### src/rtl/button_pkg.sv
// button_pkg: shared types and default timing constants for button_events.
//   btn_state_t       - FSM state encoding (IDLE, PRESS, REPEAT, HOLD)
//   HOLD_CYCLES_DEF   - default press-to-long-press delay (0.5 s at 50 MHz)
//   REPEAT_CYCLES_DEF - default auto-repeat period (0.1 s at 50 MHz)
//   CNT_W_DEF         - default counter width covering both delays
package button_pkg;
    typedef enum logic [1:0] {IDLE, PRESS, REPEAT, HOLD} btn_state_t;
    localparam int HOLD_CYCLES_DEF   = 25_000_000;
    localparam int REPEAT_CYCLES_DEF = 5_000_000;
    localparam int CNT_W_DEF         = 25;
endpackage

### src/rtl/button_events_if.sv
// button_events_if: button level in, event pulses out.
//   clean_in      - debounced button level, 1 = pressed
//   repeat_en     - allow auto-repeat step pulses after long-press
//   press         - one-cycle pulse on press
//   release_pulse - one-cycle pulse on release
//   long_press    - one-cycle pulse after the hold delay
//   step          - one-cycle pulse on press and on each auto-repeat
//   held          - level, 1 while the button is considered pressed
interface button_events_if;
    logic clean_in;
    logic repeat_en;
    logic press;
    logic release_pulse;
    logic long_press;
    logic step;
    logic held;
    modport master (
        output clean_in, repeat_en,
        input  press, release_pulse, long_press, step, held
    );
    modport slave (
        input  clean_in, repeat_en,
        output press, release_pulse, long_press, step, held
    );
endinterface

### src/rtl/button_events_edge_detect.sv
// edge_detect: rise/fall detection on a glitch-free level.
//   clk, rst - clock and synchronous active-high reset
//   din      - clean input level
//   rise     - din sampled 1 after 0 (combinational, gated by armed)
//   fall     - din sampled 0 after 1 (combinational, gated by armed)
// armed stays low until din has been seen at 0, so a level held through
// reset never reports an edge.
module edge_detect (
    input  logic clk,
    input  logic rst,
    input  logic din,
    output logic rise,
    output logic fall
);
    logic prev;
    logic armed;

    always_ff @(posedge clk) begin
        if (rst) begin
            prev  <= 1'b0;
            armed <= 1'b0;
        end else begin
            prev  <= din;
            armed <= armed | ~din;
        end
    end

    assign rise = armed & din & ~prev;
    assign fall = armed & ~din & prev;
endmodule

### src/rtl/button_events.sv
// button_events: turns a debounced button level into press/release/long-press/step events.
//   clk, rst - clock and synchronous active-high reset
//   bus      - button_events_if.slave: clean_in, repeat_en in; registered event outputs
// All outputs are registered. A fall always wins over a counter threshold in the
// same cycle, so release suppresses long_press/step.
module button_events
    import button_pkg::*;
#(
    parameter int HOLD_CYCLES   = HOLD_CYCLES_DEF,
    parameter int REPEAT_CYCLES = REPEAT_CYCLES_DEF,
    parameter int CNT_W         = CNT_W_DEF
) (
    input logic clk,
    input logic rst,
    button_events_if.slave bus
);
    logic rise;
    logic fall;
    btn_state_t state;
    logic [CNT_W-1:0] cnt;
    logic press_q, release_q, long_q, step_q, held_q;
    logic at_hold, at_repeat;

    edge_detect u_edge (
        .clk  (clk),
        .rst  (rst),
        .din  (bus.clean_in),
        .rise (rise),
        .fall (fall)
    );

    assign at_hold   = cnt == CNT_W'(HOLD_CYCLES - 1);
    assign at_repeat = cnt == CNT_W'(REPEAT_CYCLES - 1);

    always_ff @(posedge clk) begin
        if (rst) begin
            state     <= IDLE;
            cnt       <= '0;
            press_q   <= 1'b0;
            release_q <= 1'b0;
            long_q    <= 1'b0;
            step_q    <= 1'b0;
            held_q    <= 1'b0;
        end else begin
            press_q   <= 1'b0;
            release_q <= 1'b0;
            long_q    <= 1'b0;
            step_q    <= 1'b0;
            if (state != IDLE && fall) begin
                state     <= IDLE;
                cnt       <= '0;
                release_q <= 1'b1;
                held_q    <= 1'b0;
            end else begin
                case (state)
                    IDLE: if (rise) begin
                        state   <= PRESS;
                        cnt     <= '0;
                        press_q <= 1'b1;
                        step_q  <= 1'b1;
                        held_q  <= 1'b1;
                    end
                    PRESS: if (at_hold) begin
                        cnt    <= '0;
                        long_q <= 1'b1;
                        step_q <= bus.repeat_en;
                        state  <= bus.repeat_en ? REPEAT : HOLD;
                    end else begin
                        cnt <= cnt + 1'b1;
                    end
                    REPEAT: if (at_repeat) begin
                        cnt    <= '0;
                        step_q <= bus.repeat_en;
                    end else begin
                        cnt <= cnt + 1'b1;
                    end
                    default: ;
                endcase
            end
        end
    end

    assign bus.press         = press_q;
    assign bus.release_pulse = release_q;
    assign bus.long_press    = long_q;
    assign bus.step          = step_q;
    assign bus.held          = held_q;
endmodule

### src/flat_wrapper.sv
// flat-port wrapper written by rule: the top's interface ports become plain ports
module button_events_flat import button_pkg::*;
#(
    parameter int HOLD_CYCLES   = HOLD_CYCLES_DEF,
    parameter int REPEAT_CYCLES = REPEAT_CYCLES_DEF,
    parameter int CNT_W         = CNT_W_DEF
)
  (clk, rst, bus_clean_in, bus_repeat_en, bus_press, bus_release_pulse, bus_long_press, bus_step, bus_held);
  button_events_if bus_i ();
  input logic clk;
  input logic rst;
  input wire logic [$bits(bus_i.clean_in)-1:0] bus_clean_in;
  input wire logic [$bits(bus_i.repeat_en)-1:0] bus_repeat_en;
  output wire logic [$bits(bus_i.press)-1:0] bus_press;
  output wire logic [$bits(bus_i.release_pulse)-1:0] bus_release_pulse;
  output wire logic [$bits(bus_i.long_press)-1:0] bus_long_press;
  output wire logic [$bits(bus_i.step)-1:0] bus_step;
  output wire logic [$bits(bus_i.held)-1:0] bus_held;
  assign bus_i.clean_in = bus_clean_in;
  assign bus_i.repeat_en = bus_repeat_en;
  assign bus_press = bus_i.press;
  assign bus_release_pulse = bus_i.release_pulse;
  assign bus_long_press = bus_i.long_press;
  assign bus_step = bus_i.step;
  assign bus_held = bus_i.held;
  button_events #(.HOLD_CYCLES(HOLD_CYCLES), .REPEAT_CYCLES(REPEAT_CYCLES), .CNT_W(CNT_W)) u_core (.clk(clk), .rst(rst), .bus(bus_i));
endmodule
### config.mk
export PLATFORM = sky130hd
export DESIGN_NAME = button_events_flat
export DESIGN_NICKNAME = d
export VERILOG_FILES = /design/src/rtl/button_pkg.sv /design/src/rtl/button_events_if.sv /design/src/rtl/button_events_edge_detect.sv /design/src/rtl/button_events.sv /design/src/flat_wrapper.sv
export SDC_FILE = /design/constraint.sdc
export NUM_CORES = 1
export LEC_CHECK = 0
export ABC_AREA = 1
export CORE_ASPECT_RATIO = 0.75
export CORE_MARGIN = 3
export CORE_UTILIZATION = 30
export DETAILED_ROUTE_END_ITERATION = 7
export PLACE_DENSITY = 0.47
export SYNTH_ARGS = -nofsm -noshare
export SYNTH_HDL_FRONTEND = slang
export SYNTH_SLANG_ARGS = --single-unit
### constraint.sdc
create_clock -name clk -period 1.7 [get_ports clk]
set_input_delay 0.17 -clock clk [delete_from_list [all_inputs] [get_ports clk]]
set_output_delay 0.17 -clock clk [all_outputs]
set_load 0.01 [all_outputs]
[Yosys cells after proc, flatten, opt, wreduce, memory -nomap -nowiden]
Index checks and enable logic that the tools add are counted.
Operators by class
  mux-type cells: 14
  bitwise logic cells: 9
  $add $sub $neg: 1
  reduce and logical (&&, ||, !) cells: 11
  eq/ne operators: 6
Operators by type and width (count)
  two-way mux 25 bit: 3
  case mux 25 bit (3 select lines): 1
  adder 25 x 1 -> 25 bit (second input constant): 1
  equality test 25 x 23 -> 1 bit (second input constant): 1
  equality test 25 bit (second input constant): 1
  two-way mux 1 bit: 6
  OR reduction 3 bit: 2
  AND 1 bit: 4
  two-way mux 2 bit: 2
  != test 2 x 1 -> 1 bit (second input constant): 2
  inverter 1 bit: 4
  case mux 2 bit (2 select lines): 1
  AND reduction 2 bit: 2
  nonzero test 2 bit: 2
  case mux 1 bit (3 select lines): 1
  AND reduction 3 bit: 1
  nonzero test 3 bit: 1
  equality test 2 x 1 -> 1 bit (second input constant): 1
  equality test 2 bit (second input constant): 1
  logical NOT 2 bit: 1
  OR reduction 2 bit: 1
  logical AND 1 bit: 1
  OR 1 bit: 1
Word-level totals
  register bits: 34
  output and inout bits: 5
  word-level logic and storage cells: 50
  bits of input ports: 4

[Logic depth before layout (Yosys ltp)]
  depth after elaboration: 5
  mapped depth: 11
  mapped depth without buffers: 10

[Hierarchy]
Synthesis repeated with hierarchy kept, for this count alone.
Unflattened totals
  cell total of the unflattened synthesis: 354
  area, all modules: 2296.0 µm²
Modules (own cells, without submodules)
  button_events: cells an instance 344, area each 2224.6 µm², instances 1, sequential area each 640.6 µm²
  edge_detect: cells an instance 10, area each 71.3 µm², instances 1, sequential area each 40.0 µm²

[Least setup slack after synthesis]
No wires, ideal clock.
  path kind: register to register
  start point: register u_core.cnt[1]
  end point: register u_core.cnt[13]
  arrival: 1.515 ns
  path buffers: 1
  period minus slack after synthesis: 1.633 ns
  path slack: 0.067 ns
  data required time: 1.583 ns
  stages on the path, launching flop included: 12
  path through: dfxtp_1 > ha_1 > nand2_4 > nor2_4 > nand2_1 > nor2_1 > nand2_1 > nand2_2 > nand2_4 > a21oi_4 > buf_6 > nor2_1
Between the ends
  longest elaborated chain between the ends: 3
  elaborated cells between the ends (all ways): 6
  classes of those cells: add/sub (1); eq/ne (2); mux (3)
Ends and longest elaborated chain
  start: declaration: RTL line button_events.sv:20  | logic [CNT_W-1:0] cnt;
  start signal: assignment: RTL line button_events.sv:69  | cnt <= cnt + 1'b1;
  start signal: assignment: RTL line button_events.sv:75  | cnt <= cnt + 1'b1;
  adder 25 x 1 -> 25 bit (tied with other cells): RTL line button_events.sv:69, button_events.sv:75
  two-way mux 25 bit, on equally long branches: RTL line button_events.sv:71, button_events.sv:63
  case mux 25 bit (3 select lines) (*): RTL line button_events.sv:55  | case (state)
Every way passes the cells marked *; elsewhere a longest branch is shown, timed or not.
A chain may end at the register's enable or synchronous reset.

[Worst setup path after layout]
  start point: register u_core.cnt[1]
  end point: register u_core.cnt[16]
Same word-level chain as after synthesis.

==> impl_metrics.py <==
metrics = {
    "run_status": {
        "status": "completed",
    },
    "layout": {
        "post_route_cells_drive_above_1_share_pct": 19.9,
        "antennaDiodeCount": 0,
        "nFillCells": 715,
        "syn2layout_area_growth_pct": 30.5,
        "design_area_sq_um": 2780,
        "final_nets": 401,
    },
    "sta": {
        "hold_violations": 0,
        "min_period_ns": 1.59,
        "fin_worst_skew_ns": 0.00666,
        "post-route-period-util_pct": 93.7,
        "max_freq_ghz": 0.628,
        "max-slew-margin-rel_pct": 77.5,
        "worstMarginPinSlew_ns": 0.334,
        "whs_ns": 0.448,
        "rsz0062_at_grt": "yes",
        "slew_violations": 0,
        "setup_viol": 0,
    },
    "grt": {
        "grt-ovfl-total": 0,
        "grt_antenna_before_repair": 0,
        "grt_use_total_pct": 16.5,
        "grt_pass1_vias": 2179,
        "grt_pass1_wl_um": 10600,
        "grt_max_degree": 17,
    },
    "clocking": {
        "cts_inserted_buffers": 5,
        "cts_buffer_depth": 2,
        "holdBufCountCts": 0,
        "numClockSinks": 34,
        "tritoncts": "yes",
        "htree_levels": 2,
        "worstSkewPairLatency_ns": 0.29,
        "path_clk_slew_ns": 0.06,
        "clockRootBuffer": "clkbuf_8",
    },
    "job": {
        "drv_cap": 0,
    },
    "yosys": {
        "synth_fa_ha_area_share_pct": 2.94,
        "synth_top_area_share_pct": 32.0,
        "muxShareOfSynthArea_pct": 0,
        "ys_ff_latch": 34,
        "syn_inst": 345,
        "syn_area_sq_um": 2130,
        "synth-compound-area-share_pct": 9.65,
        "synth_cell_types": 31,
        "synthXorXnorAreaFrac_pct": 0.412,
        "avgSynthCellArea_sq_um": 6.17,
        "synth_top_area_cell": "dfxtp_1",
        "yosys-top-cells-area": "dfxtp_1, nand2_1, nor2_1",
        "synth_top_family_by_area": "simple AND/OR/NAND/NOR gates",
        "ys_warn_count": 0,
        "yosys.area_share.simple_pct": 45.9,
        "syn-num-nets": 354,
        "ys_seq_area_share_pct": 32.0,
    },
    "worst_setup_path": {
        "critPathCaptureType": "flop",
        "cp-start-kind": "flop",
        "required_ns": 1.88,
        "slowest_stage": "dfxtp_2",
        "critPathTopFamily": "simple AND/OR/NAND/NOR gates",
        "critical_path.cell_chain": "ha_4 -> nand3_1 -> nor2_2 -> nand4_1 -> nand2_2 -> nand2_4 -> a21oi_4 -> buf_12 -> nor2_1",
        "crit_arrival_ns": 1.78,
        "worst-setup-path-type": "reg2reg",
        "worst-path-max-fanout": 16,
        "cpPeakStageDelay_ns": 0.36,
        "crit_buf_inv": 1,
    },
    "floorplan": {
        "ios": 9,
        "start_util_pct": 32.4,
        "die_x_um": 103,
        "die_area_sq_um": 8150,
        "core_sq_um": 6570,
        "rows": 25,
        "die_h_um": 78.9,
    },
    "power_and_ir_drop": {
        "p_switching_w": 0.000400,
        "internal-power_w": 0.00118,
        "p_comb_share_pct": 13.5,
        "p_seq_share_pct": 51.2,
        "p_leak_nw": 1.04,
        "powerDensity_nw_per_um2": 569,
        "swShare_pct": 25.3,
        "p_clk_share_pct": 35.3,
        "peakVddDrop_uv": 254,
    },
    "place": {
        "place_area_sq_um": 2590,
        "place.gp.congestion": 0.881,
        "portBuffers": 8,
        "dp_hpwl_um": 4840,
    },
    "drt": {
        "drc": 0,
        "drt.antenna.violating_nets": 0,
        "post_drt_wl_per_cell_um": 12.9,
        "vias": 2245,
        "drt-initial-drc-count": 86,
        "drt-total-wl_um": 6080,
        "via_per_inst": 4.75,
        "drt_pass1_iterations": 4,
    },
    "min_path": {
        "hold_class": "reg2reg",
    },
}
[state kept, by name, indices dropped and copies added, names as in the netlist]
signal,flops
u_core.cnt,25
u_core.state,2
u_core.bus.held,1
u_core.bus.long_press,1
u_core.bus.press,1
u_core.bus.release_pulse,1
u_core.bus.step,1
u_core.u_edge.armed,1
u_core.u_edge.prev,1
[layout make-up]
type | count | area (sq um) | area share (%)
timing repair buffer | 46 | 403 | 14.5
inverter | 43 | 161 | 5.81
tap | 81 | 101 | 3.65
multi-input combinational | 262 | 1350 | 48.6
sequential | 34 | 684 | 24.7
clock buffer | 7 | 76.3 | 2.75
[cells by family after synthesis]
family | after synthesis
simple gates | 221
fa+ha+maj | 5
flops | 34
buf+inv | 49
compound gates | 35
xor+xnor | 1
[power groups by stage]
stage               Clock (W)  Combinational (W)  Sequential [W]
floorplan                   0          0.0000967        0.000828
global placement            0           0.000206        0.000827
detailed placement          0           0.000204        0.000826
CTS                  0.000588           0.000205        0.000808
global route         0.000639           0.000234        0.000809
finish               0.000557           0.000214        0.000809
[synthesized netlist by cell type]
library cell	count
nand3b_1	3
or2_2	1
nor4_1	1
nand2_4	2
buf_6	1
o21ai_1	1
nor3_1	8
o21bai_1	2
nor2_2	3
a31o_2	1
o21ai_0	8
dfxtp_1	34
nand4_1	7
nor2_4	2
clkbuf_1	3
nor3_2	1
nand2_2	3
a21oi_4	1
inv_1	43
ha_1	5
a21oi_1	18
nand2_1	88
xor2_1	1
nand3_1	31
or2_1	1
nand3_2	1
o211ai_1	3
buf_2	2
nor3b_1	1
o31ai_1	1
nor2_1	68
[layer usage]
| layer | routed length, um | vias to the layer above | track usage, % |
|---|---|---|---|
| met2 | 2500 | 36 | 24.0 |
| met4 | 79 | 0 | 5.05 |
| met3 | 252 | 8 | 3.42 |
| met5 | 0 | - | 0 |
| li1 | - | 1190 | - |
| met1 | 3250 | 1011 | 24.2 |
[metrics by stage]
step           cells  power (W)  utilization [%]  setup WS (ns)  TNS [ns]
2_1_floorplan    345   0.000925                -         0.0675         0
3_3_place_gp     465    0.00103             39.4        -0.0809    -0.487
3_5_place_dp     465    0.00103             39.4         -0.108    -0.757
4_1_cts          472    0.00160             40.9         0.0271         0
5_1_grt          473    0.00168             42.3        -0.0213    -0.189
6_report         473    0.00158             42.3          0.108         0
[worst reg2reg max path, cell delays in order (launching register included)]
cell	delay, ns
dfxtp_2	0.36
ha_4	0.16
nand3_1	0.14
nor2_2	0.15
nand4_1	0.15
nand2_2	0.12
nand2_4	0.06
a21oi_4	0.14
buf_12	0.16
nor2_1	0.06
[cell usage in the layout (no fill, tap or decap), types with 2 or more instances in the layout]
cell type / instances
nor3_2: 2
clkbuf_8: 5
nor2_1: 62
o21ai_0: 8
clkdlybuf4s50_1: 8
nor2_4: 5
nand2_2: 7
clkbuf_1: 2
dfxtp_2: 3
buf_4: 35
buf_12: 3
nand4_1: 7
nand2_4: 3
ha_1: 3
nand3_1: 30
nor2_2: 6
nand3b_1: 3
dfxtp_1: 31
o21bai_1: 2
nand2_1: 83
nor3_1: 6
o211ai_1: 3
inv_1: 43
a21oi_1: 18
[path summary, 6_finish.rpt]
| kind | start | end | slack, ns | cells after the start |
|---|---|---|---|---|
| hold / removal | u_core.bus.held$_SDFFE_PP0P_ | u_core.bus.held$_SDFFE_PP0P_ | 0.45 | 2 |
| setup / recovery | u_core.cnt[1]$_SDFFE_PP0P_ | u_core.cnt[16]$_SDFFE_PP0P_ | 0.11 | 9 |
| hold reg to reg | u_core.bus.held$_SDFFE_PP0P_ | u_core.bus.held$_SDFFE_PP0P_ | 0.45 | 2 |
| setup reg to reg | u_core.cnt[1]$_SDFFE_PP0P_ | u_core.cnt[16]$_SDFFE_PP0P_ | 0.11 | 9 |
[repair_timing]
action                                 4_1_cts  5_1_grt
endpoints found under the hold margin        0        0
cloned                                       0        0
buffers inserted                             0        1
setup endpoints to repair                   18       28
resized for setup                            5       22
pin swaps                                    2        5
(Power assumes the default switching activity.)
